### config.mk
export PLATFORM = sky130hd
export DESIGN_NAME = maxnet_engine
export DESIGN_NICKNAME = d
export VERILOG_FILES = /design/src/rtl/maxnet_pkg.sv /design/src/rtl/maxnet_pe.sv /design/src/rtl/maxnet_engine.sv
export SDC_FILE = /design/constraint.sdc
export NUM_CORES = 1
export LEC_CHECK = 0
export CAP_MARGIN = 15
export CORE_UTILIZATION = 40
export CTS_CLUSTER_SIZE = 28
export DETAILED_ROUTE_END_ITERATION = 16
export PLACE_DENSITY_LB_ADDON = 0.2
export SYNTH_ARGS = -nofsm -noshare
export SYNTH_HDL_FRONTEND = slang
export SYNTH_SLANG_ARGS = --single-unit
### constraint.sdc
create_clock -name clk -period 10.7 [get_ports clk]
set_input_delay 2.14 -clock clk [delete_from_list [all_inputs] [get_ports clk]]
set_output_delay 2.14 -clock clk [all_outputs]
set_load 0.005 [all_outputs]
### src/rtl/maxnet_pkg.sv
// Shared definitions for the MAXNET winner-take-all engine: FSM states and
// default parameter values.
package maxnet_pkg;

  typedef enum logic [1:0] {
    ST_IDLE = 2'd0,
    ST_ITER = 2'd1,
    ST_DONE = 2'd2
  } state_t;

  localparam int DEF_N         = 4;
  localparam int DEF_W         = 32;
  localparam int DEF_EPS_SHIFT = 3;
  localparam int DEF_MAX_ITER  = 255;

endpackage

### src/rtl/maxnet_pe.sv
// One MAXNET channel update: subtract eps times the sum of all other
// activations, flooring the result at zero.
module maxnet_pe #(
  parameter int W         = 32,
  parameter int EPS_SHIFT = 3,
  parameter int TOTAL_W   = W + 2
) (
  input  logic [W-1:0]       a_i,
  input  logic [TOTAL_W-1:0] total,
  output logic [W-1:0]       a_next
);

  logic [TOTAL_W-1:0] dec;

  // total always includes a_i, so the difference cannot underflow
  assign dec    = (total - TOTAL_W'(a_i)) >> EPS_SHIFT;
  assign a_next = (TOTAL_W'(a_i) > dec) ? (a_i - dec[W-1:0]) : '0;

endmodule

### src/rtl/maxnet_engine.sv
// MAXNET competition engine: iterates mutual inhibition until one channel
// survives, all die, or MAX_ITER updates elapse. Optional MAXNET_ITER_COUNT_EN
// adds an iter_count output reporting the number of updates performed.
module maxnet_engine
  import maxnet_pkg::*;
#(
  parameter int N         = DEF_N,
  parameter int W         = DEF_W,
  parameter int EPS_SHIFT = DEF_EPS_SHIFT,
  parameter int MAX_ITER  = DEF_MAX_ITER
) (
  input  logic                 clk,
  input  logic                 rst_n,
  input  logic                 start,
  input  logic [N*W-1:0]       x_in,
  output logic                 busy,
  output logic                 done,
  output logic [$clog2(N)-1:0] winner_idx,
  output logic [W-1:0]         winner_val,
  output logic                 no_winner,
  output logic                 timeout
`ifdef MAXNET_ITER_COUNT_EN
  ,
  output logic [$clog2(MAX_ITER+1)-1:0] iter_count
`endif
);

  localparam int IW   = $clog2(N);
  localparam int ITW  = $clog2(MAX_ITER + 1);
  localparam int TW   = W + $clog2(N);
  localparam int CNTW = $clog2(N + 1);

  state_t         state_reg, state_next;
  logic [W-1:0]   a_reg [N];
  logic [W-1:0]   a_next [N];
  logic [W-1:0]   a_upd [N];
  logic [W-1:0]   x_reg [N];
  logic [W-1:0]   x_next [N];
  logic [W-1:0]   x_ch [N];
  logic [ITW-1:0] iter_reg, iter_next;
  logic [IW-1:0]  idx_reg, idx_next;
  logic [W-1:0]   val_reg, val_next;
  logic           nowin_reg, nowin_next;
  logic           tmo_reg, tmo_next;
`ifdef MAXNET_ITER_COUNT_EN
  logic [ITW-1:0] icnt_reg, icnt_next;
`endif

  logic [TW-1:0]   total;
  logic [CNTW-1:0] nz_cnt;
  logic [IW-1:0]   low_idx;

  genvar gi;
  generate
    for (gi = 0; gi < N; gi++) begin : g_ch
      assign x_ch[gi] = x_in[gi*W +: W];

      maxnet_pe #(
        .W         (W),
        .EPS_SHIFT (EPS_SHIFT),
        .TOTAL_W   (TW)
      ) u_pe (
        .a_i    (a_reg[gi]),
        .total  (total),
        .a_next (a_upd[gi])
      );
    end
  endgenerate

  // Survivor census over the current activations; low_idx is the
  // lowest-index nonzero channel (the sole survivor when nz_cnt==1).
  always_comb begin
    total   = '0;
    nz_cnt  = '0;
    low_idx = '0;
    for (int i = 0; i < N; i++) begin
      total = total + TW'(a_reg[i]);
      if (a_reg[i] != '0) nz_cnt = nz_cnt + CNTW'(1);
    end
    for (int i = N - 1; i >= 0; i--) begin
      if (a_reg[i] != '0) low_idx = IW'(i);
    end
  end

  always_comb begin
    state_next = state_reg;
    a_next     = a_reg;
    x_next     = x_reg;
    iter_next  = iter_reg;
    idx_next   = idx_reg;
    val_next   = val_reg;
    nowin_next = nowin_reg;
    tmo_next   = tmo_reg;
`ifdef MAXNET_ITER_COUNT_EN
    icnt_next  = icnt_reg;
`endif
    case (state_reg)
      ST_IDLE: begin
        if (start) begin
          a_next     = x_ch;
          x_next     = x_ch;
          iter_next  = '0;
          nowin_next = 1'b0;
          tmo_next   = 1'b0;
          state_next = ST_ITER;
        end
      end
      ST_ITER: begin
        if (nz_cnt == '0) begin
          nowin_next = 1'b1;
          idx_next   = '0;
          val_next   = '0;
          state_next = ST_DONE;
        end else if (nz_cnt == CNTW'(1)) begin
          idx_next   = low_idx;
          val_next   = x_reg[low_idx];
          state_next = ST_DONE;
        end else if (iter_reg == ITW'(MAX_ITER)) begin
          tmo_next   = 1'b1;
          idx_next   = low_idx;
          val_next   = x_reg[low_idx];
          state_next = ST_DONE;
        end else begin
          a_next    = a_upd;
          iter_next = iter_reg + ITW'(1);
        end
`ifdef MAXNET_ITER_COUNT_EN
        if (state_next == ST_DONE) icnt_next = iter_reg;
`endif
      end
      ST_DONE: state_next = ST_IDLE;
      default: state_next = ST_IDLE;
    endcase
  end

  always_ff @(posedge clk) begin
    if (!rst_n) begin
      state_reg <= ST_IDLE;
      for (int i = 0; i < N; i++) begin
        a_reg[i] <= '0;
        x_reg[i] <= '0;
      end
      iter_reg  <= '0;
      idx_reg   <= '0;
      val_reg   <= '0;
      nowin_reg <= 1'b0;
      tmo_reg   <= 1'b0;
`ifdef MAXNET_ITER_COUNT_EN
      icnt_reg  <= '0;
`endif
    end else begin
      state_reg <= state_next;
      a_reg     <= a_next;
      x_reg     <= x_next;
      iter_reg  <= iter_next;
      idx_reg   <= idx_next;
      val_reg   <= val_next;
      nowin_reg <= nowin_next;
      tmo_reg   <= tmo_next;
`ifdef MAXNET_ITER_COUNT_EN
      icnt_reg  <= icnt_next;
`endif
    end
  end

  assign busy       = (state_reg == ST_ITER);
  assign done       = (state_reg == ST_DONE);
  assign winner_idx = idx_reg;
  assign winner_val = val_reg;
  assign no_winner  = nowin_reg;
  assign timeout    = tmo_reg;
`ifdef MAXNET_ITER_COUNT_EN
  assign iter_count = icnt_reg;
`endif

endmodule

==> summary.txt <==
status: complete, no violations
Yosys warnings: 0
register area share after synthesis: 22.35%
Setup TNS: 0 ns
WHS: 0.4518 ns
CTS Buffer Depth: 3
die span in y: 262.0 um
1st-iter DRT viols: 2,186
clock-pin slew on the worst setup and hold paths: 0.06 ns
Least-Margin Pin Slew: 1.162 ns
H-tree levels: 2
total number of vias: 25,860
Post-CTS Setup Bufs: 0
Worst Path Max Fanout: 21
commonest non-fill, non-tap cell in the layout: nand2_1
number of I/O pins: 169
Hold Buf Count CTS: 0
Core Region: 66,330 um2
root buffer cell: clkbuf_16
# clock sinks: 302
Post-Syn Area: 27,050 um2
row count: 94
Worst Hold Launch: x_reg[55]
crit end category: flop
setup repair after global routing missed its margin: false
Worst EP required: 11.17 ns
cells after synthesis: 3,349
first-pass GRT wire length: 145,000 um
Crit path arrival time: 9.66 ns
Final Hold Viols: 0
number of flops mapped to enable cells by yosys: 0
total gr overflow: 0
Worst Setup SP: a_reg[1]
crit path time final: 9.199 ns
Mapped Nets: 3,834
slowest cell on the critical path: fa_1
top_reg_cell synth: dfxtp_1
Antenna Nets Post-Route: 0
WL/cell: 22.11 um
Via density: 5.981
min-delay worst type: reg2reg
Rel. slew slack: 21.70%
Max Clock Freq: 108.7 MHz
Final Net Count: 3,916
Slowest Stage Delay on Critical Path: 0.62 ns
number of global-route vias before repair: 24,380
Die Width: 262.0 um
share of flip-flops with an asynchronous set or reset: 0%
Placer Congestion: 0.9660
First-pass DRT Iterations: 6
Starting Density: 40.77%
antenna violations before repair: 2
Mean Syn Cell Area: 8.076 um2
area growth from synthesis to layout: 13.46%
share of layout cells above drive strength 1: 4.510%
Port Buf Inserts: 168
largest net degree at the start of global routing: 129
GR Util All Layers: 27.47%
Layout Skew: 0.01882 ns
Netlist cell types: 82
critical path startpoint category: flop
Post-CTS Resized: 0
CTS tree: done
Tcrit/Tclk final: 85.97%
max cap viols: 0
Pins Over Slew Limit: 0
DRC violations left: 0
register bit total from synthesis: 302
CTS Buf Count: 38
Reg-to-Reg Start: a_reg[1]
commonest non-fill, non-tap cells in the layout: nand2_1 (385), a21oi_1 (347), dfxtp_1 (302)
final WL: 95,600 um
final setup violating endpoints: 0
clk_lat worst skew: 0.57 ns
die area: 68,660 um2
post-DP HPWL: 76,620 um
Worst Setup Path Type: reg2reg
-- stage by stage --
| stage | setup slack, ns | utilization (%) | cell area (um2) | std cells |
|---|---|---|---|---|
| after global placement | 1.700 | 44.31 | 29390 | 4255 |
| after global routing | 0.7500 | 46.26 | 30680 | 4323 |
| final | 1.501 | 46.26 | 30690 | 4324 |
| after detailed placement | 1.609 | 44.31 | 29390 | 4255 |
| after CTS | 1.573 | 46.26 | 30680 | 4323 |
| after floorplan | 2.785 | - | 27050 | 3349 |
-- routing by layer --
metal  vias to the layer above  part of all wire (%)  track usage (%)
met3                       120                   7.7            3.742
li1                      12440                     -                -
met2                       885                    42            41.47
met4                         0                   2.5            6.985
met1                     12420                    47            40.76
met5                         -                     0                0
-- cell usage after synthesis (16+ instances only) --
cell type	number	area share [%]
or3_1	16	0.37
nand4_1	43	0.99
buf_2	25	0.46
a22oi_1	32	0.89
xor2_1	81	2.6
a31oi_1	28	0.65
o21ai_0	136	2.5
inv_1	248	3.4
o21bai_1	39	1.1
nor4_1	41	0.95
a21oi_1	348	6.4
nor2b_1	39	0.90
and3_1	22	0.51
xnor2_1	154	5.0
nand2_1	386	5.4
clkbuf_1	110	1.5
ha_1	286	13
o21a_1	30	0.83
dfxtp_1	302	22
and2_1	16	0.37
fa_1	68	5.0
nand3_1	59	1.1
o211ai_1	27	0.75
a211oi_1	139	3.9
nor3_1	38	0.70
nor2_1	176	2.4
a221oi_1	116	3.8
or2_2	16	0.37
a21o_1	96	2.7
mux4_2	32	2.7
nand2b_1	32	0.74
-- worst max-delay path: cells and delay by family, from the launching register on --
kind | cells | cell delay (ns)
flops | 1 | 0.41
xor+xnor | 1 | 0.45
simple gates | 10 | 2.03
buf+inv | 4 | 0.63
fa+ha+maj | 6 | 2.44
compound gates | 15 | 3.10
-- cell families after synthesis --
logic type / synth area share (%)
simple gates: 15.59
flops: 22.35
fa+ha+maj: 18.26
xor+xnor: 7.610
compound gates: 27.53
mux: 2.859
buf+inv: 5.792
-- cell type report --
| type | instances | area (um2) |
|---|---|---|
| Clock inverter | 13 | 168.9 |
| Inverter | 250 | 945.9 |
| Fill cell | 6647 | 35650 |
| Timing Repair Buffer | 190 | 1847 |
| Multi-Input combinational cell | 2649 | 19470 |
| Antenna cell | 1 | 2.502 |
| Sequential cell | 302 | 6046 |
| Tap cell | 864 | 1081 |
| Clock buffer | 55 | 1126 |
-- final timing paths --
kind               endpoint  slack, ns  depth (start not counted)
setup / recovery  a_reg[51]       1.50                         36
hold / removal    x_reg[55]       0.45                          2
setup reg to reg  a_reg[51]       1.50                         36
hold reg to reg   x_reg[55]       0.45                          2
Power is not shown: default switching activity piles up to over one toggle a cycle in this logic, so the estimate is an artifact.
